`src/rtl/dpram_rd_pkg.sv`:
```
// rtl/dpram_rd_pkg.sv - FSM state and read-latency constants for the DPRAM frame reader
// DPRAM_RD_OUTREG_EN: port-B output register present, read latency 2 instead of 1.
package dpram_rd_pkg;

    typedef enum logic [1:0] {
        IDLE  = 2'd0,
        READ  = 2'd1,
        DRAIN = 2'd2
    } rd_state_t;

`ifdef DPRAM_RD_OUTREG_EN
    localparam int LAT = 2;
`else
    localparam int LAT = 1;
`endif

    // One slot per in-flight read plus one for the word being presented.
    localparam int FIFO_DEPTH = LAT + 1;
    localparam int CNT_W      = $clog2(FIFO_DEPTH + 1);

endpackage

```
`src/rtl/dpram_rd_skid_fifo.sv`:
```
// rtl/dpram_rd_skid_fifo.sv - small skid FIFO absorbing DPRAM read latency
// Head entry is presented combinationally; storage resets to zero so the head reads 0 after reset.
module dpram_rd_skid_fifo #(
    parameter int DEPTH = 2,
    parameter int WIDTH = 19,
    localparam int CW = $clog2(DEPTH + 1),
    localparam int PW = (DEPTH > 1) ? $clog2(DEPTH) : 1
) (
    input  logic             b_clk,
    input  logic             b_rst_n,
    input  logic             push,
    input  logic [WIDTH-1:0] push_data,
    input  logic             pop,
    output logic [CW-1:0]    count,
    output logic [WIDTH-1:0] head_data
);

    logic [WIDTH-1:0] mem [DEPTH];
    logic [PW-1:0]    wr_ptr;
    logic [PW-1:0]    rd_ptr;
    logic             do_push;
    logic             do_pop;

    function automatic logic [PW-1:0] ptr_inc(input logic [PW-1:0] p);
        return (p == PW'(DEPTH - 1)) ? '0 : p + PW'(1);
    endfunction

    always_comb begin
        do_pop    = pop && (count != '0);
        do_push   = push && ((count != CW'(DEPTH)) || do_pop);
        head_data = mem[rd_ptr];
    end

    always_ff @(posedge b_clk or negedge b_rst_n) begin
        if (!b_rst_n) begin
            wr_ptr <= '0;
            rd_ptr <= '0;
            count  <= '0;
            for (int i = 0; i < DEPTH; i++) begin
                mem[i] <= '0;
            end
        end else begin
            if (do_push) begin
                mem[wr_ptr] <= push_data;
                wr_ptr      <= ptr_inc(wr_ptr);
            end
            if (do_pop) begin
                rd_ptr <= ptr_inc(rd_ptr);
            end
            case ({do_push, do_pop})
                2'b10:   count <= count + CW'(1);
                2'b01:   count <= count - CW'(1);
                default: count <= count;
            endcase
        end
    end

endmodule

```
`src/rtl/dpram_frame_reader.sv`:
```
// rtl/dpram_frame_reader.sv - DPRAM port-B frame reader streaming one bank per frame_ready
// DPRAM_RD_OUTREG_EN (via dpram_rd_pkg) selects the two-cycle read latency build.
module dpram_frame_reader
    import dpram_rd_pkg::*;
#(
    parameter int ADDR_WIDTH = 10,
    parameter int DATA_WIDTH = 18,
    parameter int FRAME_LEN  = 512
) (
    input  logic                  b_clk,
    input  logic                  b_rst_n,
    input  logic                  frame_ready,
    input  logic                  frame_bank,
    output logic [ADDR_WIDTH-1:0] b_addr,
    input  logic [DATA_WIDTH-1:0] b_rd_data,
    output logic [DATA_WIDTH-1:0] out_data,
    output logic                  out_valid,
    input  logic                  out_ready,
    output logic                  out_last,
    output logic                  busy,
    output logic                  overrun
);

    localparam int IW = ADDR_WIDTH - 1;
    localparam int FW = DATA_WIDTH + 1;
    localparam logic [IW-1:0] LAST_IDX = IW'(FRAME_LEN - 1);

    rd_state_t        state;
    logic             cur_bank;
    logic             pend_vld;
    logic             pend_bank;
    logic [IW-1:0]    idx;
    logic [LAT-1:0]   rd_vld;
    logic [LAT-1:0]   rd_last;
    logic [CNT_W-1:0] inflight;
    logic [CNT_W-1:0] fifo_count;
    logic [FW-1:0]    fifo_head;
    logic             pop;
    logic             issue;
    logic             drain_done;

    dpram_rd_skid_fifo #(
        .DEPTH (FIFO_DEPTH),
        .WIDTH (FW)
    ) u_fifo (
        .b_clk     (b_clk),
        .b_rst_n   (b_rst_n),
        .push      (rd_vld[LAT-1]),
        .push_data ({rd_last[LAT-1], b_rd_data}),
        .pop       (pop),
        .count     (fifo_count),
        .head_data (fifo_head)
    );

    // Room is judged after this cycle's pop so a full-rate stream never bubbles.
    always_comb begin
        inflight = '0;
        for (int i = 0; i < LAT; i++) begin
            inflight = inflight + CNT_W'(rd_vld[i]);
        end
        out_valid  = (fifo_count != '0);
        out_data   = fifo_head[DATA_WIDTH-1:0];
        out_last   = out_valid && fifo_head[FW-1];
        pop        = out_valid && out_ready;
        issue      = (state == READ) &&
                     ((int'(fifo_count) + int'(inflight)) < (FIFO_DEPTH + (pop ? 1 : 0)));
        drain_done = (state == DRAIN) && (inflight == '0) &&
                     (int'(fifo_count) == (pop ? 1 : 0));
    end

    always_ff @(posedge b_clk or negedge b_rst_n) begin
        if (!b_rst_n) begin
            state     <= IDLE;
            b_addr    <= '0;
            idx       <= '0;
            cur_bank  <= 1'b0;
            pend_vld  <= 1'b0;
            pend_bank <= 1'b0;
            busy      <= 1'b0;
            overrun   <= 1'b0;
            rd_vld    <= '0;
            rd_last   <= '0;
        end else begin
            rd_vld[0]  <= issue;
            rd_last[0] <= issue && (idx == LAST_IDX);
            for (int i = 1; i < LAT; i++) begin
                rd_vld[i]  <= rd_vld[i-1];
                rd_last[i] <= rd_last[i-1];
            end

            case (state)
                IDLE: begin
                    if (pend_vld) begin
                        state     <= READ;
                        cur_bank  <= pend_bank;
                        b_addr    <= {pend_bank, {IW{1'b0}}};
                        idx       <= '0;
                        busy      <= 1'b1;
                        pend_vld  <= frame_ready;
                        pend_bank <= frame_bank;
                    end else if (frame_ready) begin
                        state    <= READ;
                        cur_bank <= frame_bank;
                        b_addr   <= {frame_bank, {IW{1'b0}}};
                        idx      <= '0;
                        busy     <= 1'b1;
                    end
                end

                READ: begin
                    if (issue) begin
                        idx    <= idx + IW'(1);
                        b_addr <= {cur_bank, idx + IW'(1)};
                        if (idx == LAST_IDX) begin
                            state <= DRAIN;
                        end
                    end
                    if (frame_ready) begin
                        if (pend_vld) begin
                            overrun <= 1'b1;
                        end else begin
                            pend_vld  <= 1'b1;
                            pend_bank <= frame_bank;
                        end
                    end
                end

                DRAIN: begin
                    // A request arriving on the completing cycle replaces the one being consumed.
                    if (drain_done) begin
                        if (pend_vld) begin
                            state    <= READ;
                            cur_bank <= pend_bank;
                            b_addr   <= {pend_bank, {IW{1'b0}}};
                            idx      <= '0;
                        end else begin
                            state <= IDLE;
                            busy  <= 1'b0;
                        end
                        pend_vld  <= frame_ready;
                        pend_bank <= frame_bank;
                    end else if (frame_ready) begin
                        if (pend_vld) begin
                            overrun <= 1'b1;
                        end else begin
                            pend_vld  <= 1'b1;
                            pend_bank <= frame_bank;
                        end
                    end
                end

                default: state <= IDLE;
            endcase
        end
    end

endmodule

```
`config.mk`:
```
export PLATFORM = sky130hd
export DESIGN_NAME = dpram_frame_reader
export DESIGN_NICKNAME = d
export VERILOG_FILES = /design/src/rtl/dpram_rd_pkg.sv /design/src/rtl/dpram_rd_skid_fifo.sv /design/src/rtl/dpram_frame_reader.sv
export SDC_FILE = /design/constraint.sdc
export NUM_CORES = 1
export LEC_CHECK = 0
export BUFFER_PORTS_ARGS = -buffer_cell sky130_fd_sc_hd__buf_2
export CAP_MARGIN = 20
export CORE_ASPECT_RATIO = 0.9
export CORE_UTILIZATION = 56
export DETAILED_ROUTE_END_ITERATION = 7
export PLACE_DENSITY = 0.75
export REMOVE_ABC_BUFFERS = 1
export SETUP_SLACK_MARGIN = 0.05
export SLEW_MARGIN = 20
export SYNTH_ARGS = -nofsm -noshare
export SYNTH_HDL_FRONTEND = slang
export SYNTH_SLANG_ARGS = --single-unit
export TNS_END_PERCENT = 100
```
`constraint.sdc`:
```
create_clock -name b_clk -period 2.9 [get_ports b_clk]
set_clock_uncertainty 0.05 [all_clocks]
set_input_delay 0.58 -clock b_clk [delete_from_list [all_inputs] [get_ports b_clk]]
set_output_delay 0.58 -clock b_clk [all_outputs]
set_load 0.02 [all_outputs]
```
# ---- Word level (Yosys, flattened, before mapping)
# Cells that the tools add are included.
# Widths: inputs -> output; s select.
dict set report totals {
  output_inout_bits 32
  inputBits 23
  ff_bits 70
  wordCells 118
}
dict set report op_classes {
  n_eq_ne 15
  n_reduce_logical 23
  n_lt_le_gt_ge 4
  addsub 7
  bitwise_logic 2
  muxes 52
}
# op n
set ops {}
lappend ops {{$mux 19} 4}
lappend ops {{$mux 10} 5}
lappend ops {{$mux 9} 5}
lappend ops {{$bwmux 38} 1}
lappend ops {{$add 3x32->32 const A} 1}
lappend ops {{$lt 4x32->1} 1}
lappend ops {{$pmux 10 s3} 1}
lappend ops {{$pmux 9 s3} 1}
lappend ops {{$mux 1} 22}
lappend ops {{$demux 19 s1} 1}
lappend ops {{$ne 2x2->1 const B} 7}
lappend ops {{$reduce_and 4->1} 3}
lappend ops {{$mux 2} 5}
lappend ops {{$add 9x1->9 const B} 1}
lappend ops {{$eq 9x9->1 const B} 1}
lappend ops {{$logic_and 1x1->1} 9}
lappend ops {{$reduce_bool 2->1} 4}
lappend ops {{$pmux 1 s2} 3}
lappend ops {{$pmux 1 s3} 2}
lappend ops {{$pmux 2 s3} 1}
lappend ops {{$reduce_and 5->1} 1}
lappend ops {{$eq 2x1->1 const B} 2}
lappend ops {{$eq 2x2->1 const B} 2}
lappend ops {{$ge 2x2->1 const B} 2}
lappend ops {{other kinds (14)} 18}

# ---- Logic depth before layout (Yosys ltp)
dict set report depth {
  word_depth 8
  ltp_mapped 9
  mapped_depth_nobuf 8
}

# ---- Modules after synthesis
# A second synthesis with hierarchy kept.
dict set report hier_totals {
  cells_unflattened 292
  hier_area_um2 3533.4
}
# mod seq_area_each_um2 cells_each area_each_um2 instances
set modules_own_cells {}
lappend modules_own_cells {dpram_rd_skid_fifo 1051.0 131 1956.9 1}
lappend modules_own_cells {dpram_frame_reader 700.7 161 1576.5 1}

# ---- Least setup slack after synthesis
# OpenSTA, ideal clock, no wires.
dict set report synth_path {
  path_kind {register to register}
  start {register u_fifo.count[0]}
  end {register b_addr[1]}
  arrival_ns 1.863
  synth_period_minus_slack_ns 2.035
  required_ns 2.728
  n_path_buf 1
  stages_incl_launch_ff 8
  setup_slack_ns 0.865
  setup_ns 0.122
  path_cell_list {dfrtp_1 -> ha_1 -> ha_1 -> o21ai_0 -> nor2_1 -> or3_4 -> buf_6 -> a32o_1}
}
dict set report synth_between {
  elab_chain_cells 8
  elab_cells_between_ends 12
  cone_classes {add/sub: 2; order compare: 1; eq/ne: 3; mux: 1; reduce/logical: 5}
}
# element line
set synth_lines {}
lappend synth_lines {{start, declared} dpram_rd_skid_fifo.sv:14} ;# output logic [CW-1:0] count,
lappend synth_lines {{start signal, assigned} dpram_rd_skid_fifo.sv:51} ;# 2'b10: count <= count + CW'(1);
lappend synth_lines {{start signal, assigned} dpram_rd_skid_fifo.sv:52} ;# 2'b01: count <= count - CW'(1);
lappend synth_lines {{start signal, assigned} dpram_rd_skid_fifo.sv:53} ;# default: count <= count;
lappend synth_lines {{$reduce_bool 2->1} dpram_frame_reader.sv:61} ;# out_valid = (fifo_count != '0);
lappend synth_lines {{$logic_and 1x1->1} dpram_frame_reader.sv:64} ;# pop = out_valid && out_ready;
lappend synth_lines {{$mux 1} {dpram_frame_reader.sv:66, dpram_frame_reader.sv:68}}
lappend synth_lines {{$add 3x32->32} dpram_frame_reader.sv:66} ;# ((int'(fifo_count) + int'(inflight)) < (FIFO_DEPTH + (pop ? 1 : 0)));
lappend synth_lines {{$lt 4x32->1} dpram_frame_reader.sv:66}
lappend synth_lines {{$logic_and 1x1->1} dpram_frame_reader.sv:65} ;# issue = (state == READ) &&
lappend synth_lines {{$ne 2x2->1 (no source line)} -}
lappend synth_lines {{$reduce_and 5->1 (no source line) *} -}
lappend synth_lines {{end signal, assigned} dpram_frame_reader.sv:96} ;# b_addr <= {pend_bank, {IW{1'b0}}};
lappend synth_lines {{end signal, assigned} dpram_frame_reader.sv:104} ;# b_addr <= {frame_bank, {IW{1'b0}}};
lappend synth_lines {{end signal, assigned} dpram_frame_reader.sv:113} ;# b_addr <= {cur_bank, idx + IW'(1)};
lappend synth_lines {{end, declared} dpram_frame_reader.sv:14} ;# output logic [ADDR_WIDTH-1:0] b_addr,
# Every way passes the cells marked *; elsewhere a longest branch is shown, timed or not.
# A chain may end at the register's enable or synchronous reset.

# ---- Worst setup path in the final report
dict set report layout_path {
  start {register u_fifo.rd_ptr}
  end {output out_data[13]}
}
dict set report layout_between {
  elab_chain_cells 4
}
# element line
set layout_lines {}
lappend layout_lines {{start, declared} dpram_rd_skid_fifo.sv:20} ;# logic [PW-1:0] rd_ptr;
lappend layout_lines {{start signal, assigned} dpram_rd_skid_fifo.sv:48} ;# rd_ptr <= ptr_inc(rd_ptr);
lappend layout_lines {{$not 1->2 (not written as such)} dpram_rd_skid_fifo.sv:31} ;# head_data = mem[rd_ptr];
lappend layout_lines {{$mux 19 (not written as such) (3 in series)} dpram_rd_skid_fifo.sv:31}
lappend layout_lines {{end, declared} dpram_frame_reader.sv:16} ;# output logic [DATA_WIDTH-1:0] out_data,
# Every way passes these cells. The select of a mux whose other input is x is not followed.

==> out/results.tsv <==
metric	value	unit
status	finished with violations	
failing checks	DRC	
simple-gate share of the synthesized area	8.29	%
Top-Level Pins	55	
final instance area	0.00390	mm2
worst min path class	in -> async	
full die area	0.00638	mm2
total number of vias	2229	
Pleak	1.84	nW
Congestion Overflow GR	0	
synthesized flop and latch total	70	
register area share after synthesis	51.6	%
xor/xnor cell area share of the yosys netlist	2.58	%
Yosys warnings	0	
CTS tree	yes	
Starting DRT DRC Count	110	
total core area	0.00576	mm2
R2R depth	6	
input/output buffers	54	
mux share of post-synthesis cell area	20.4	%
area grow syn2layout	14.9	%
most common flop cell mapped by yosys	dfrtp_1	
crit path max fanout	10	
min cycle time layout	2.31	ns
PD cells	1100	mW/mm2
worst r2r dst	b_addr[9]	
number of global-route vias before repair	2141	
commonest non-fill, non-tap cell in the layout	dfrtp_1	
Non-Filler Instances	402	
post-synth top area share	51.6	%
DP Wirelength	4.18	mm
Peak VDD IR	0.000656	V
RSZ-0062 raised after global routing	no	
Peak Freq	433	MHz
row cnt	26	
synthesized cell area	0.00339	mm2
startpoint types	register	
Die W	84.1	um
Starting Density	59.0	%
syn_area_per_cell	12.7	um2
worst r2r src	u_fifo.count[0]	
largest family of logic cells by synthesized area	multiplexers	
highest-count cells in the layout ignoring fill and taps	dfrtp_1, mux2_2, buf_2	
placed instance count	387	
crit path DAT	1.68	ns
pre-CTS setup slack	0.676	ns
cell area after placement	0.00374	mm2
CTS clk-pin slew, worst paths	0.08	ns
Worst EP required	2.27	ns
Hold Buf Count CTS	0	
initial antenna violation count	0	
Hold Fails Final Rpt	0	
final WL	6.00	mm
DRT antenna net count	0	
WL/cell	14.9	um
PnR worst setup slack	0.593	ns
Final GP Congestion	0.798	
Num CTS Buffers	9	
Cell variety after synth	45	
die height	75.9	um
gr usage total	20.3	%
via density per instance	5.54	
max-cap viol count	0	
Compound-Gate Fraction of Synth Area	10.5	%
Final period util	79.6	%
Final Max Tran Viols	0	
largest net degree at the start of global routing	54	
H-Tree Depth	3	
setup_tns	0	ns
first-pass GRT wire length	9.78	mm
post-cts sizing count	0	
largest area contributor in the netlist	dfrtp_1	
DR DRC count	14	
Synth Area in Adders	3.32	%
clock root cell	clkbuf_8	
# nets final	360	
Worst Setup End Kind	primary output	
# setup viols final	0	
share of cells above drive strength 1	43.1	%
actual slew at the worst max-slew pin	0.558	ns
top cells by area, synth	dfrtp_1, mux2_2, ha_1	
Detailed Routing Iterations Pass 1	6	
CTS Sinks	70	
Setup Fix Bufs, Post-CTS	0	
Post-synth ARST share	100	%
R2R setup slack	0.64	ns
Mapped Cells	268	
n_diodes	0	
number of enable flip-flop cells after synthesis	0	
Worst-Skew Late Latency	0.34	ns
CTS Buffer Depth	2	
crit path kind	reg -> out	
Worst slew margin	62.6	%
Hold WS	0.109	ns
[registers in the layout, indices dropped and copies added, names as in the netlist]
name           count
u_fifo.mem        38
b_addr            10
idx                9
state              2
u_fifo.count       2
busy               1
cur_bank           1
overrun            1
pend_bank          1
pend_vld           1
rd_last            1
rd_vld             1
u_fifo.rd_ptr      1
u_fifo.wr_ptr      1
[worst max-delay path, stage by stage (launching register included)]
cell	delay (ns)
dfrtp_1	0.59
buf_4	0.24
mux2_2	0.34
buf_2	0.16
[worst max-delay path by stage]
stage | from | slack (ns) | depth (start not counted) | end
floorplan | u_fifo.count[0] | 0.89 | 6 | b_addr[9]
global placement | u_fifo.count[0] | 0.68 | 6 | b_addr[9]
detailed placement | u_fifo.count[0] | 0.68 | 6 | b_addr[9]
CTS | u_fifo.rd_ptr | 0.53 | 3 | out_data[1]
global route | u_fifo.rd_ptr | 0.49 | 3 | out_data[13]
finish | u_fifo.rd_ptr | 0.59 | 3 | out_data[13]
[where the power goes]
group | switching [mW] | internal, mW
registers | 0.259 | 1.35
logic | 1.07 | 0.966
clock network | 0.365 | 0.303
[through the flow]
| stage | total power, mW | util, % |
|---|---|---|
| floorplan | 3.10 | - |
| global placement | 3.61 | 64.9 |
| detailed placement | 3.67 | 64.9 |
| CTS | 4.35 | 67.7 |
| global route | 4.61 | 67.7 |
| finish | 4.31 | 67.7 |
[cell usage after synthesis (all sizes together), types with 5 or more instances]
cell	count
ha	9
o21ai	11
and3	6
buf	5
mux2	58
nand2	8
o2bb2ai	8
dfrtp	70
a31oi	5
nor2	13
nand2b	6
clkbuf	5
xnor2	9
inv	12
a21oi	10
[final cells by class]
cell class	count	area (um2)
clock buffers	9	124
fillers	468	1860
clock inverters	6	38.8
flip-flops and latches	70	1750
well taps	70	87.6
inverters	12	45.0
repair buffers	59	320
multi-input cells	176	1530
[routing by layer]
metal | global-route usage, % | vias up | part of all wire (%)
met5 | 0 | - | 0
met4 | 9.00 | 0 | 1.5
met3 | 5.31 | 8 | 5.8
met2 | 34.6 | 64 | 48
met1 | 24.9 | 1074 | 45
li1 | - | 1083 | -
[kinds of logic after synthesis]
group           after synthesis
simple gates                 47
fa+ha+maj                     9
xor+xnor                     10
compound gates               48
buf+inv                      22
flops                        70
mux                          62
(Power assumes the default switching activity.)
